`src/rtl/audio_in_pkg.sv`:
```
// Shared constants and the deserializer state encoding for the audio input path.
// Imported by the FIFO and the top-level deserializer.
package audio_in_pkg;

    localparam int AUD_DATA_WIDTH = 32;
    localparam int AUD_FIFO_DEPTH = 8;

    typedef enum logic [1:0] {
        IDLE  = 2'd0,
        SKIP  = 2'd1,
        SHIFT = 2'd2,
        HOLD  = 2'd3
    } aud_state_e;

endpackage

```
`src/rtl/audio_in_fifo.sv`:
```
// First-word-fall-through FIFO holding {left, right} sample pairs.
// Head data reads as zero while empty; clear has priority over push and pop.
module audio_in_fifo
    import audio_in_pkg::*;
#(
    parameter int WIDTH = 2 * AUD_DATA_WIDTH,
    parameter int DEPTH = AUD_FIFO_DEPTH
) (
    input  logic             clk,
    input  logic             rst_n,
    input  logic             i_push,
    input  logic             i_pop,
    input  logic             i_clear,
    input  logic [WIDTH-1:0] i_wdata,
    output logic [WIDTH-1:0] o_rdata,
    output logic             o_empty,
    output logic             o_full
);

    localparam int AW = $clog2(DEPTH);

    logic [WIDTH-1:0] r_mem [DEPTH];
    logic [AW-1:0]    r_wptr;
    logic [AW-1:0]    r_rptr;
    logic [AW:0]      r_count;
    logic             w_do_push;
    logic             w_do_pop;

    assign o_empty = (r_count == '0);
    assign o_full  = (r_count == (AW+1)'(DEPTH));

    // A pop frees the head slot in the same cycle, so push is accepted even when full.
    assign w_do_pop  = i_pop & ~o_empty;
    assign w_do_push = i_push & (~o_full | w_do_pop);

    assign o_rdata = o_empty ? '0 : r_mem[r_rptr];

    always_ff @(posedge clk) begin
        if (w_do_push && !i_clear) begin
            r_mem[r_wptr] <= i_wdata;
        end
    end

    always_ff @(posedge clk or negedge rst_n) begin
        if (!rst_n) begin
            r_wptr  <= '0;
            r_rptr  <= '0;
            r_count <= '0;
        end else if (i_clear) begin
            r_wptr  <= '0;
            r_rptr  <= '0;
            r_count <= '0;
        end else begin
            if (w_do_push) r_wptr <= r_wptr + AW'(1);
            if (w_do_pop)  r_rptr <= r_rptr + AW'(1);
            case ({w_do_push, w_do_pop})
                2'b10:   r_count <= r_count + (AW+1)'(1);
                2'b01:   r_count <= r_count - (AW+1)'(1);
                default: r_count <= r_count;
            endcase
        end
    end

endmodule

```
`src/rtl/audio_in_deserializer.sv`:
```
// I2S ADC receiver: synchronizes the codec pins, deserializes left/right words
// and queues completed stereo pairs in a FWFT FIFO with a sticky overflow flag.
module audio_in_deserializer
    import audio_in_pkg::*;
#(
    parameter int DATA_WIDTH = AUD_DATA_WIDTH,
    parameter int FIFO_DEPTH = AUD_FIFO_DEPTH
) (
    input  logic                  CLOCK_50,
    input  logic                  resetn,
    input  logic                  AUD_BCLK,
    input  logic                  AUD_ADCLRCK,
    input  logic                  AUD_ADCDAT,
    input  logic                  clear_audio_in_memory,
    input  logic                  read_audio_in,
    output logic                  audio_in_available,
    output logic [DATA_WIDTH-1:0] left_channel_audio_in,
    output logic [DATA_WIDTH-1:0] right_channel_audio_in,
    output logic                  overflow
);

    localparam int CW = $clog2(DATA_WIDTH);

    logic [1:0]            r_bclk_sync;
    logic [1:0]            r_lrck_sync;
    logic [1:0]            r_dat_sync;
    logic                  r_bclk_prev;
    logic                  r_lrck_last;

    aud_state_e            r_state;
    aud_state_e            w_state_nxt;
    logic [DATA_WIDTH-1:0] r_shift;
    logic [DATA_WIDTH-1:0] w_shift_nxt;
    logic [CW-1:0]         r_cnt;
    logic [CW-1:0]         w_cnt_nxt;
    logic                  r_chan;
    logic                  w_chan_nxt;
    logic [DATA_WIDTH-1:0] r_left;
    logic                  r_left_vld;
    logic                  r_overflow;

    logic                  w_bclk_rise;
    logic                  w_lrck;
    logic                  w_dat;
    logic                  w_lr_edge;
    logic                  w_word_done;
    logic                  w_done_chan;
    logic [DATA_WIDTH-1:0] w_word;
    logic [DATA_WIDTH-1:0] w_bit_vec;
    logic                  w_push;
    logic                  w_empty;
    logic                  w_full;
    logic [2*DATA_WIDTH-1:0] w_rdata;

    assign w_lrck      = r_lrck_sync[1];
    assign w_dat       = r_dat_sync[1];
    assign w_bclk_rise = r_bclk_sync[1] & ~r_bclk_prev;
    assign w_lr_edge   = w_bclk_rise & (w_lrck ^ r_lrck_last);
    assign w_bit_vec   = {{(DATA_WIDTH-1){1'b0}}, w_dat};

    always_ff @(posedge CLOCK_50 or negedge resetn) begin
        if (!resetn) begin
            r_bclk_sync <= '0;
            r_lrck_sync <= '0;
            r_dat_sync  <= '0;
            r_bclk_prev <= 1'b0;
            r_lrck_last <= 1'b0;
        end else begin
            r_bclk_sync <= {r_bclk_sync[0], AUD_BCLK};
            r_lrck_sync <= {r_lrck_sync[0], AUD_ADCLRCK};
            r_dat_sync  <= {r_dat_sync[0], AUD_ADCDAT};
            r_bclk_prev <= r_bclk_sync[1];
            if (w_bclk_rise) r_lrck_last <= w_lrck;
        end
    end

    // The strobe that reveals an LRCK edge carries the I2S delay bit, which is
    // dropped on entry to SKIP; the bit taken while in SKIP is therefore the MSB.
    always_comb begin
        w_state_nxt = r_state;
        w_shift_nxt = r_shift;
        w_cnt_nxt   = r_cnt;
        w_chan_nxt  = r_chan;
        w_word_done = 1'b0;
        w_done_chan = r_chan;
        w_word      = r_shift;
        if (w_bclk_rise) begin
            case (r_state)
                IDLE: begin
                    if (w_lr_edge && !w_lrck) begin
                        w_state_nxt = SKIP;
                        w_chan_nxt  = 1'b0;
                    end
                end
                SKIP: begin
                    if (w_lr_edge) begin
                        w_chan_nxt = w_lrck;
                    end else begin
                        w_shift_nxt = {w_dat, {(DATA_WIDTH-1){1'b0}}};
                        w_cnt_nxt   = CW'(1);
                        w_state_nxt = SHIFT;
                    end
                end
                SHIFT: begin
                    if (w_lr_edge) begin
                        // Short word: bits already sit MSB-aligned over a zeroed register.
                        w_word_done = 1'b1;
                        w_chan_nxt  = w_lrck;
                        w_shift_nxt = '0;
                        w_cnt_nxt   = '0;
                        w_state_nxt = SKIP;
                    end else begin
                        w_word      = r_shift | (w_bit_vec << (CW'(DATA_WIDTH-1) - r_cnt));
                        w_shift_nxt = w_word;
                        if (r_cnt == CW'(DATA_WIDTH-1)) begin
                            w_word_done = 1'b1;
                            w_cnt_nxt   = '0;
                            w_state_nxt = HOLD;
                        end else begin
                            w_cnt_nxt   = r_cnt + CW'(1);
                        end
                    end
                end
                HOLD: begin
                    if (w_lr_edge) begin
                        w_chan_nxt  = w_lrck;
                        w_shift_nxt = '0;
                        w_state_nxt = SKIP;
                    end
                end
                default: w_state_nxt = IDLE;
            endcase
        end
    end

    always_ff @(posedge CLOCK_50 or negedge resetn) begin
        if (!resetn) begin
            r_state <= IDLE;
        end else if (clear_audio_in_memory) begin
            r_state <= IDLE;
        end else begin
            r_state <= w_state_nxt;
        end
    end

    always_ff @(posedge CLOCK_50 or negedge resetn) begin
        if (!resetn) begin
            r_shift    <= '0;
            r_cnt      <= '0;
            r_chan     <= 1'b0;
            r_left     <= '0;
            r_left_vld <= 1'b0;
        end else if (clear_audio_in_memory) begin
            r_shift    <= '0;
            r_cnt      <= '0;
            r_chan     <= 1'b0;
            r_left     <= '0;
            r_left_vld <= 1'b0;
        end else begin
            r_shift <= w_shift_nxt;
            r_cnt   <= w_cnt_nxt;
            r_chan  <= w_chan_nxt;
            // A left word is only paired with the right word of the same frame.
            if (w_word_done && !w_done_chan) begin
                r_left     <= w_word;
                r_left_vld <= 1'b1;
            end else if (w_word_done || (w_lr_edge && !w_lrck)) begin
                r_left_vld <= 1'b0;
            end
        end
    end

    assign w_push = w_word_done & w_done_chan & r_left_vld & ~clear_audio_in_memory;

    always_ff @(posedge CLOCK_50 or negedge resetn) begin
        if (!resetn) begin
            r_overflow <= 1'b0;
        end else if (clear_audio_in_memory) begin
            r_overflow <= 1'b0;
        end else if (w_push && w_full && !(read_audio_in && !w_empty)) begin
            r_overflow <= 1'b1;
        end
    end

    audio_in_fifo #(
        .WIDTH (2 * DATA_WIDTH),
        .DEPTH (FIFO_DEPTH)
    ) u_fifo (
        .clk     (CLOCK_50),
        .rst_n   (resetn),
        .i_push  (w_push),
        .i_pop   (read_audio_in),
        .i_clear (clear_audio_in_memory),
        .i_wdata ({r_left, w_word}),
        .o_rdata (w_rdata),
        .o_empty (w_empty),
        .o_full  (w_full)
    );

    assign audio_in_available     = ~w_empty;
    assign left_channel_audio_in  = w_rdata[2*DATA_WIDTH-1:DATA_WIDTH];
    assign right_channel_audio_in = w_rdata[DATA_WIDTH-1:0];
    assign overflow               = r_overflow;

endmodule

```
`config.mk`:
```
export PLATFORM = sky130hd
export DESIGN_NAME = audio_in_deserializer
export DESIGN_NICKNAME = d
export VERILOG_FILES = /design/src/rtl/audio_in_pkg.sv /design/src/rtl/audio_in_fifo.sv /design/src/rtl/audio_in_deserializer.sv
export SDC_FILE = /design/constraint.sdc
export NUM_CORES = 1
export LEC_CHECK = 0
export BUFFER_PORTS_ARGS = -buffer_cell sky130_fd_sc_hd__buf_2
export CAP_MARGIN = 20
export CORE_MARGIN = 2
export CORE_UTILIZATION = 55
export CTS_CLUSTER_DIAMETER = 120
export DETAILED_ROUTE_END_ITERATION = 10
export PLACE_DENSITY = 0.77
export SLEW_MARGIN = 15
export SYNTH_ARGS = -nofsm -noshare
export SYNTH_HDL_FRONTEND = slang
export SYNTH_SLANG_ARGS = --single-unit
```
`constraint.sdc`:
```
create_clock -name CLOCK_50 -period 19.3 [get_ports CLOCK_50]
set_input_delay 0.965 -clock CLOCK_50 [delete_from_list [all_inputs] [get_ports CLOCK_50]]
set_output_delay 0.965 -clock CLOCK_50 [all_outputs]
set_load 0.01 [all_outputs]
```
Word-level counts from Yosys, hierarchy flattened
Memories as Yosys holds them, arrays and structs flattened.
Cells that the tools add are included.
- bits in latches: 0
- bits in writable memories: 512
- bits in registers: 92
- word-level logic and storage cells: 125
- memories kept: 1
- ROM bits: 0
- bits of input ports: 7
- output and inout bits: 66
- memory list (name ; words ; width ; rd ports ; clocked after Yosys merged registers in ; write ports ; line ; text):
    u_fifo.r_mem ; 8 ; 64 ; 1 ; 0 ; 1 ; audio_in_fifo.sv:22 ; logic [WIDTH-1:0] r_mem [DEPTH];
- equal/unequal tests: 12
- divide/modulo/power cells: 0
- reductions and logical operators: 28
- bitwise gates (word level): 14
- $lt $le $gt $ge: 0
- add/sub/neg operators: 6
- shift operators: 1
- muxes and demuxes: 48
- multipliers: 0
- operators by type and width (cell ; number):
    $mux W32 ; 10
    $pmux W32 S3 ; 1
    $mux W64 ; 1
    $or A32 B32 Y32 ; 1
    $shl A1 B5 Y32 ; 1
    $mux W5 ; 5
    $mux W1 ; 15
    $mux W2 ; 7
    $mux W3 ; 4
    $pmux W5 S2 ; 1
    $reduce_bool A2 Y1 ; 5
    $ne A3 B3 Y1 const B ; 3
    $reduce_bool A3 Y1 ; 3
    $pmux W2 S4 ; 1
    $pmux W4 S2 ; 1
    $and A1 B1 Y1 ; 7
    $add A3 B1 Y3 const B ; 2
    $eq A2 B2 Y1 const B ; 3
    $logic_and A1 B1 Y1 ; 6
    $reduce_and A3 Y1 ; 2
    $add A5 B1 Y5 const B ; 1
    $eq A5 B5 Y1 const B ; 1
    $logic_not A1 Y1 ; 5
    $reduce_and A5 Y1 ; 1
    other kinds (18) ; 22

Longest topological paths before layout
Gate-level depths: netlist of the first run.
- word-level depth: 13
- mapped depth: 13
- depth with buffers taken out: 12

Hierarchy
Synthesis of the first run repeated with hierarchy kept, for this count alone.
- cell total of the unflattened synthesis: 1221
- area, all modules: 23729.0 sq um
- by module, submodules not included (module ; cells each ; seq. area each (sq um) ; area an instance (sq um) ; times used):
    audio_in_fifo ; 884 ; 15625.0 ; 20038.0 ; 1
    audio_in_deserializer ; 337 ; 2052.0 ; 3691.0 ; 1

Least setup slack after synthesis of the first run
Ideal clock, no wire load.
- kind: input -> register
- from: input port read_audio_in
- to: memory u_fifo.r_mem[0][0] (netlist bit), enable pin
- arrival time: 6.179 ns
- setup time: 0.565 ns
- slack: 12.556 ns
- path buffers: 1
- data required time: 18.735 ns
- stages: 5
- path through: clkbuf_1 -> and3b_1 -> nor3_2 -> nand2b_1 -> nor3_1
- cells in the longest elaborated chain, start to end: 6
- ends and longest elaborated chain (element ; line ; text):
    start, declared ; audio_in_deserializer.sv:15 ; input logic read_audio_in,
    $and A1 B1 Y1 ; audio_in_fifo.sv:33 ; assign w_do_pop = i_pop & ~o_empty;
    $or A1 B1 Y1 ; audio_in_fifo.sv:34 ; assign w_do_push = i_push & (~o_full | w_do_pop);
    $and A1 B1 Y1 ; audio_in_fifo.sv:34 ;
    $logic_and A1 B1 Y1 ; audio_in_fifo.sv:39 ; if (w_do_push && !i_clear) begin
    $mux W1 ; audio_in_fifo.sv:39 ;
    $mux W1 (implied by the code) ; audio_in_fifo.sv:40 ; r_mem[r_wptr] <= i_wdata;
    end, declared ; audio_in_fifo.sv:22 ;
Every way passes these cells.

Worst setup path in the final report of the first run
- from: register u_fifo.r_rptr[0]
- to: output port left_channel_audio_in[2]
- cells in the longest elaborated chain, start to end: 2
- ends and longest elaborated chain (element ; line ; text):
    start, declared ; audio_in_fifo.sv:24 ; logic [AW-1:0] r_rptr;
    start signal, assigned ; audio_in_fifo.sv:55 ; if (w_do_pop) r_rptr <= r_rptr + AW'(1);
    $mem_v2 Z8 W64 ; n/a ;
    $mux W64 ; audio_in_fifo.sv:36 ; assign o_rdata = o_empty ? '0 : r_mem[r_rptr];
    end, declared ; audio_in_deserializer.sv:17 ; output logic [DATA_WIDTH-1:0] left_channel_audio_in,
Every way passes these cells.

==> summary.md, run 1 <==
| Metric | Value |
|---|---|
| Status | complete, no violations |
| DRT iter0 DRCs | 1282 |
| GRT overflow | 0 |
| GRT Util Overall | 0.2251 |
| Worst-margin pin slew | 1122 ps |
| Synth cell types | 51 |
| Syn_nets | 1246 |
| Reg-to-Reg Start | r_state[0] |
| Hold path endpoint | r_bclk_sync[1] |
| CP endpoint kind | primary output |
| Critical path launch point type | flop |
| Port Buffers | 72 |
| Non-Filler Instances | 1904 |
| Final WS setup | 14750 ps |
| Cell Rows | 76 |
| Post-synth EDFFs | 512 |
| Worst Path Max Fanout | 48 |
| Synth-to-layout area growth | 12.21% |
| Worst path arrival time | 3580 ps |
| Chip width | 211.7 um |
| Worst path max stage delay | 950 ps |
| Global-route wire length before repair | 74710 um |
| Most frequent cells in the layout | edfxtp_1 (512), mux4_2 (128), nor2_1 (121) |
| Reg2reg setup slack | 15040 ps |
| Layout fillers | 2854 |
| Layout cell share with drive strength beyond 1 | 0.2437 |
| Power Density | 97.22 nW/um^2 |
| CP Cell Sequence | buf_4 -> mux4_2 -> mux2i_1 -> nor2_1 -> buf_2 |
| Vias | 12120 |
| Worst EP required | 18330 ps |
| Util after Layout | 0.6225 |
| Reg2reg end | u_fifo.r_mem[5][4] |
| Slew Limit Fails | 0 |
| Async SR Flop Fraction | 0.1523 |
| Total power | 2.590 mW |
| Final wirelength | 48870 um |
| Placed Cells | 1798 |
| Met1 Use GR | 0.3211 |
| Starting Density | 0.5547 |
| Routability congestion estimate | 0.8527 |
| Clock-pin slew on the worst setup and hold paths | 60 ps |
| Commonest non-fill, non-tap cell in the layout | edfxtp_1 |
| R2r worst-path depth | 8 |
| H-tree depth | 2 |
| WS Path Type | flop to primary output |
| Synth Cell Area | 23740 um^2 |
| TritonCTS clock tree | done |
| Period minus WS final | 4547 ps |
| TritonCTS Buffers | 56 |
| Max cap viols | 0 |
| Setup repair after global routing missed its margin | false |
| Hold buffers post-CTS | 0 |
| Core Region | 42790 um^2 |
| Ant diodes | 0 |
| DP HPWL | 25580 um |
| Die height | 211.7 um |
| Clk sinks | 604 |
| DRC | 0 |
| YS warnings | 0 |
| DIE AREA | 44840 um^2 |
| Number of global-route vias before repair | 12370 |
| Post-CTS sizing | 0 |
| Max Clock Freq | 219.9 MHz |
| Endpoints failing setup | 0 |
| Post-DR wirelength/cell | 25.67 um |
| Sequential area share after synthesis | 0.7447 |
| Setup TNS | 0 ps |
| Hold path depth | 0 |
| Setup slack at placement | 15010 ps |
| Met2 Usage GRT | 0.3614 |
| Cells after Synth | 1227 |
| Hold/Removal Path Class | flop to flop |
| IO Pins | 73 |
| Peak supply drop | 0.05820 mV |
| Vias per cell | 6.366 |
| Final period utilization | 0.2356 |
| DR pass1 iterations | 5 |
| Met3 Usage GRT | 0.03575 |
| Final-report hold violation count | 0 |
| Slew HR | 0.2517 |
| Root buffer cell | clkbuf_16 |
| P_leak | 9.320 nW |
| Largest net degree at the start of global routing | 68 |
| Main synth FF type | edfxtp_1 |
| Synthesized flop and latch total | 604 |
| Clock latency on the worst-skew pair | 590 ps |
| CP max-delay cell | dfrtp_4 |
| HP Start | r_bclk_sync[0] |
| Post-layout net count | 1329 |
| Antenna-violating nets left | 0 |
| GR peak layer | met2 |
| Initial antenna violation count | 0 |
| Post-CTS Setup Bufs | 0 |
| Avg Synthesized Cell Area | 19.35 um^2 |
| Clock buffer depth | 3 |
| Clock skew | 20.28 ps |
-- worst max-delay path by stage --
stage / from / end / slack (ps)
after floorplan: read_audio_in / u_fifo.r_mem[0][0] / 12560
after global placement: r_state[0] / u_fifo.r_mem[5][4] / 15120
after detailed placement: r_state[0] / u_fifo.r_mem[5][4] / 15010
after CTS: u_fifo.r_rptr[0] / left_channel_audio_in[7] / 14630
after global routing: u_fifo.r_rptr[0] / left_channel_audio_in[7] / 14450
final: u_fifo.r_rptr[0] / left_channel_audio_in[2] / 14750
-- cell usage after synthesis (all sizes together) (5+ instances only) --
cell | count | area (um^2)
a21o | 32 | 240.2
a21oi | 7 | 35.03
a22o | 32 | 280.3
a41oi | 32 | 280.3
buf | 28 | 131.4
clkbuf | 44 | 165.2
dfrtp | 92 | 2302
edfxtp | 512 | 15370
ha | 11 | 137.6
inv | 9 | 33.78
mux2i | 67 | 670.6
mux4 | 128 | 2883
nand2 | 12 | 45.04
nand2b | 7 | 43.79
nand3 | 7 | 35.03
nor2 | 128 | 480.5
nor2b | 5 | 31.28
nor3 | 13 | 80.08
o21ai | 7 | 35.03
xor2 | 5 | 51.30
-- cell families after synthesis --
logic type	share of synthesized area
compound gates	0.04470
flops	0.7447
mux	0.1507
xor+xnor	0.002899
simple gates	0.03632
fa+ha+maj	0.006642
buf+inv	0.01407
-- registers in the layout (all words and copies together), names as in the netlist, 2 cells and up --
| signal | flops |
|---|---|
| r_bclk_sync | 2 |
| r_cnt | 5 |
| r_dat_sync | 2 |
| r_left | 32 |
| r_lrck_sync | 2 |
| r_shift | 32 |
| r_state | 2 |
| u_fifo.r_count | 4 |
| u_fifo.r_mem | 512 |
| u_fifo.r_rptr | 3 |
| u_fifo.r_wptr | 3 |
-- metal layers --
layer  vias to the layer above  wire [um]
met1                      6366      19900
met2                       526      23920
met5                         -          0
li1                       5123          -
met3                       105       3510
met4                         0       1542
-- critical path, delay by kind of cell, from the launching register on --
| family | cells | cell delay (ps) |
|---|---|---|
| AND/OR/NAND/NOR | 1 | 70 |
| multiplexers | 2 | 890 |
| flip-flops | 1 | 950 |
| buffers and inverters | 2 | 1050 |
-- layout make-up --
cell class / instances / area (um^2) / area share
tap: 546 / 683.2 / 0.02565
inverter: 10 / 37.54 / 0.001409
multi-input combinational: 541 / 5804 / 0.2179
clock inverter: 14 / 161.4 / 0.006060
clock buffer: 92 / 1710 / 0.06421
sequential: 604 / 17690 / 0.6641
timing repair buffer: 97 / 550.5 / 0.02067
-- per-stage QoR --
stage / instance area [um^2] / hold slack [ps]
floorplan: 23740 / 331.2
global placement: 24760 / 332.6
detailed placement: 24760 / 336.2
CTS: 26630 / 350.2
global route: 26640 / 362.0
finish: 26640 / 347.5
-- power by group --
part	internal, mW	switching (mW)
clock network	0.645	0.455
logic	0.0226	0.0561
registers	1.41	0.00599
No activity file was read; power rests on OpenSTA's default activity.
==> run 2, diff against run 1 <==
==> constraint.sdc (replaced) <==
create_clock -name CLOCK_50 -period 4.43 [get_ports CLOCK_50]
set_input_delay 0.2215 -clock CLOCK_50 [delete_from_list [all_inputs] [get_ports CLOCK_50]]
set_output_delay 0.2215 -clock CLOCK_50 [all_outputs]
set_load 0.01 [all_outputs]
==> summary.md, run 2 (synthesis gave the netlist of run 1 again) <==
| Metric | Value |
|---|---|
| Clock latency on the worst-skew pair | 590 ps (about the same) |
| Chip width | 211.7 um (unchanged) |
| Layout cell share with drive strength beyond 1 | 0.2458 (+0.002053) |
| Cell Rows | 76 (unchanged) |
| Final period utilization | 0.8027 |
| Worst-margin pin slew | 1036 ps (-86.06 ps) |
| Post-DR wirelength/cell | 25.02 um (-2.5%) |
| Synth-to-layout area growth | 13.24% |
| Worst Path Max Fanout | 45 (-6.3%) |
| Biggest register | u_fifo.r_mem |
| Final-report hold violation count | 0 (unchanged) |
| Core Region | 42790 um^2 (unchanged) |
| Setup repair after global routing missed its margin | false |
| GRT overflow | 0 (unchanged) |
| Initial antenna violation count | 0 (unchanged) |
| Post-CTS Setup Bufs | 0 (unchanged) |
| Critical path launch point type | flop |
| Util after Layout | 0.6281 (+0.005673) |
| Worst path arrival time | 3770 ps (+190 ps) |
| TritonCTS Buffers | 58 (+3.6%) |
| Layout fillers | 2834 (-0.70%) |
| Starting Density | 0.5547 (unchanged) |
| Largest delay share family, worst path | simple AND/OR/NAND/NOR gates |
| Endpoints failing setup | 0 (unchanged) |
| DRC | 0 (unchanged) |
| Max cap viols | 0 (unchanged) |
| Power Density | 425.6 nW/um^2 (+340%) |
| Final wirelength | 47860 um (-2.1%) |
| Post-layout net count | 1338 (+0.68%) |
| Non-Filler Instances | 1913 (+0.47%) |
| Hold buffers post-CTS | 5 (+5) |
| Clock-pin slew on the worst setup and hold paths | 60 ps (about the same) |
| Clock skew | 21.20 ps (+0.9176 ps) |
| Slew HR | 0.3053 (+0.05361) |
| Peak supply drop | 0.3613 mV (+520%) |
| Ant diodes | 0 (unchanged) |
| DRT iter0 DRCs | 1210 (-5.6%) |
| Worst EP required | 4640 ps (-13690 ps) |
| H-tree depth | 2 (unchanged) |
| Max Clock Freq | 281.2 MHz |
| Clk sinks | 604 (unchanged) |
| Vias per cell | 6.223 (-2.2%) |
| Critical path buffer and inverter count | 2 (unchanged) |
| Antenna-violating nets left | 0 (unchanged) |
| Final WS setup | 874.1 ps (-13880 ps) |
| Post-CTS sizing | 0 (unchanged) |
| Vias | 11910 (-1.8%) |
| P_leak | 9.396 nW (+0.82%) |
| Hold/Removal Path Class | input port to flop |
| TritonCTS clock tree | done |
| Status | complete, no violations |
| CP max-delay cell | buf_4 |
| Largest net degree at the start of global routing | 67 (-1.5%) |
| Die height | 211.7 um (unchanged) |
| CP Cell Sequence | inv_1 -> ha_1 -> and3b_1 -> o2111ai_2 -> nor3_2 -> nand2b_1 -> nor2_4 -> buf_4 |
| DIE AREA | 44840 um^2 (unchanged) |
| GRT Util Overall | 0.2219 (-0.003228) |
| Period minus WS final | 3556 ps |
| Worst path max stage delay | 630 ps (-320 ps) |
| Placed Cells | 1800 (+0.11%) |
| IO Pins | 73 (unchanged) |
| Regs by FF count | u_fifo.r_mem (512), r_left (32), r_shift (32) |
| Setup slack at placement | 901.0 ps (-14110 ps) |
| Most frequent cells in the layout | edfxtp_1 (512), mux4_2 (128), nor2_1 (121) |
| Port Buffers | 72 (unchanged) |
| DR pass1 iterations | 5 (unchanged) |
| CP endpoint kind | flop |
| Setup TNS | 0 ps (unchanged) |
| Commonest non-fill, non-tap cell in the layout | edfxtp_1 |
| Slew Limit Fails | 0 (unchanged) |
| Number of global-route vias before repair | 12290 (-0.70%) |
| WS Path Type | flop to flop |
| Max reg flops | 512 (unchanged) |
| Clock buffer depth | 3 (unchanged) |
| Routability congestion estimate | 0.7926 (-7.0%) |
| Worst Hold Margin | 79.73 ps (-267.8 ps) |
| DP HPWL | 25510 um (-0.30%) |
| Global-route wire length before repair | 73930 um (-1.0%) |
| Root buffer cell | clkbuf_16 |
==> run 2: cell types whose count changed in the layout (fill, tap and decap cells not counted), moves of 4 or more <==
cell	before	now
buf_4	26	19
clkinv_2	4	10
clkbuf_8	11	5
bufinv_16	3	7
buf_12	0	9
clkbuf_1	22	16
clkinv_1	4	9
dlygate4sd3_1	0	5
==> run 2: path summary, 6_finish.rpt <==
path | slack [ps] | cells after the start | to | startpoint
min in group asynchronous | 310 | 2 | u_fifo.r_count[1] | resetn
min reg2reg | 360 | 0 | r_bclk_sync[1] | r_bclk_sync[0]
max | 870 | 8 | u_fifo.r_mem[6][37] | r_state[0]
max in group asynchronous | 3050 | 3 | r_shift[0] | resetn
max reg2reg | 870 | 8 | u_fifo.r_mem[6][37] | r_state[0]
min | 80 | 2 | u_fifo.r_wptr[2] | clear_audio_in_memory
==> run 2: routing by layer <==
metal,part of all wire,up-vias,global-route usage
met5,0,-,0
met4,0.022,0,0.06411
met3,0.068,75,0.03753
met2,0.50,463,0.3622
met1,0.41,6214,0.3133
li1,-,5153,-
==> run 2: metrics by stage <==
stage | power [mW] | instance area (um^2)
finish | 11.44 | 26880
global route | 11.77 | 26880
CTS | 11.50 | 26880
detailed placement | 6.601 | 24900
global placement | 6.591 | 24900
floorplan | 6.499 | 23750
==> run 2: worst register-to-register path, cell delays in order (launching register included) <==
cell and delay, ps:
dfrtp_1 410, inv_1 110, ha_1 440, and3b_1 290, o2111ai_2 410, nor3_2 380, nand2b_1 300, nor2_4 170
buf_4 630
==> run 2: layout make-up <==
| type | instances | area (um^2) | area share |
|---|---|---|---|
| well taps | 546 | 683.2 | 0.02542 |
| clock inverters | 28 | 319.1 | 0.01187 |
| clock buffers | 80 | 1605 | 0.05972 |
| flip-flops and latches | 604 | 17690 | 0.6581 |
| multi-input cells | 541 | 5817 | 0.2164 |
| repair buffers | 104 | 728.2 | 0.02709 |
| inverters | 10 | 37.54 | 0.001397 |
==> run 2: where the power goes <==
group | internal (mW) | switching [mW]
Clock | 2.93 | 2.01
Sequential | 6.12 | 0.0262
Combinational | 0.101 | 0.244
Total | 9.16 | 2.28
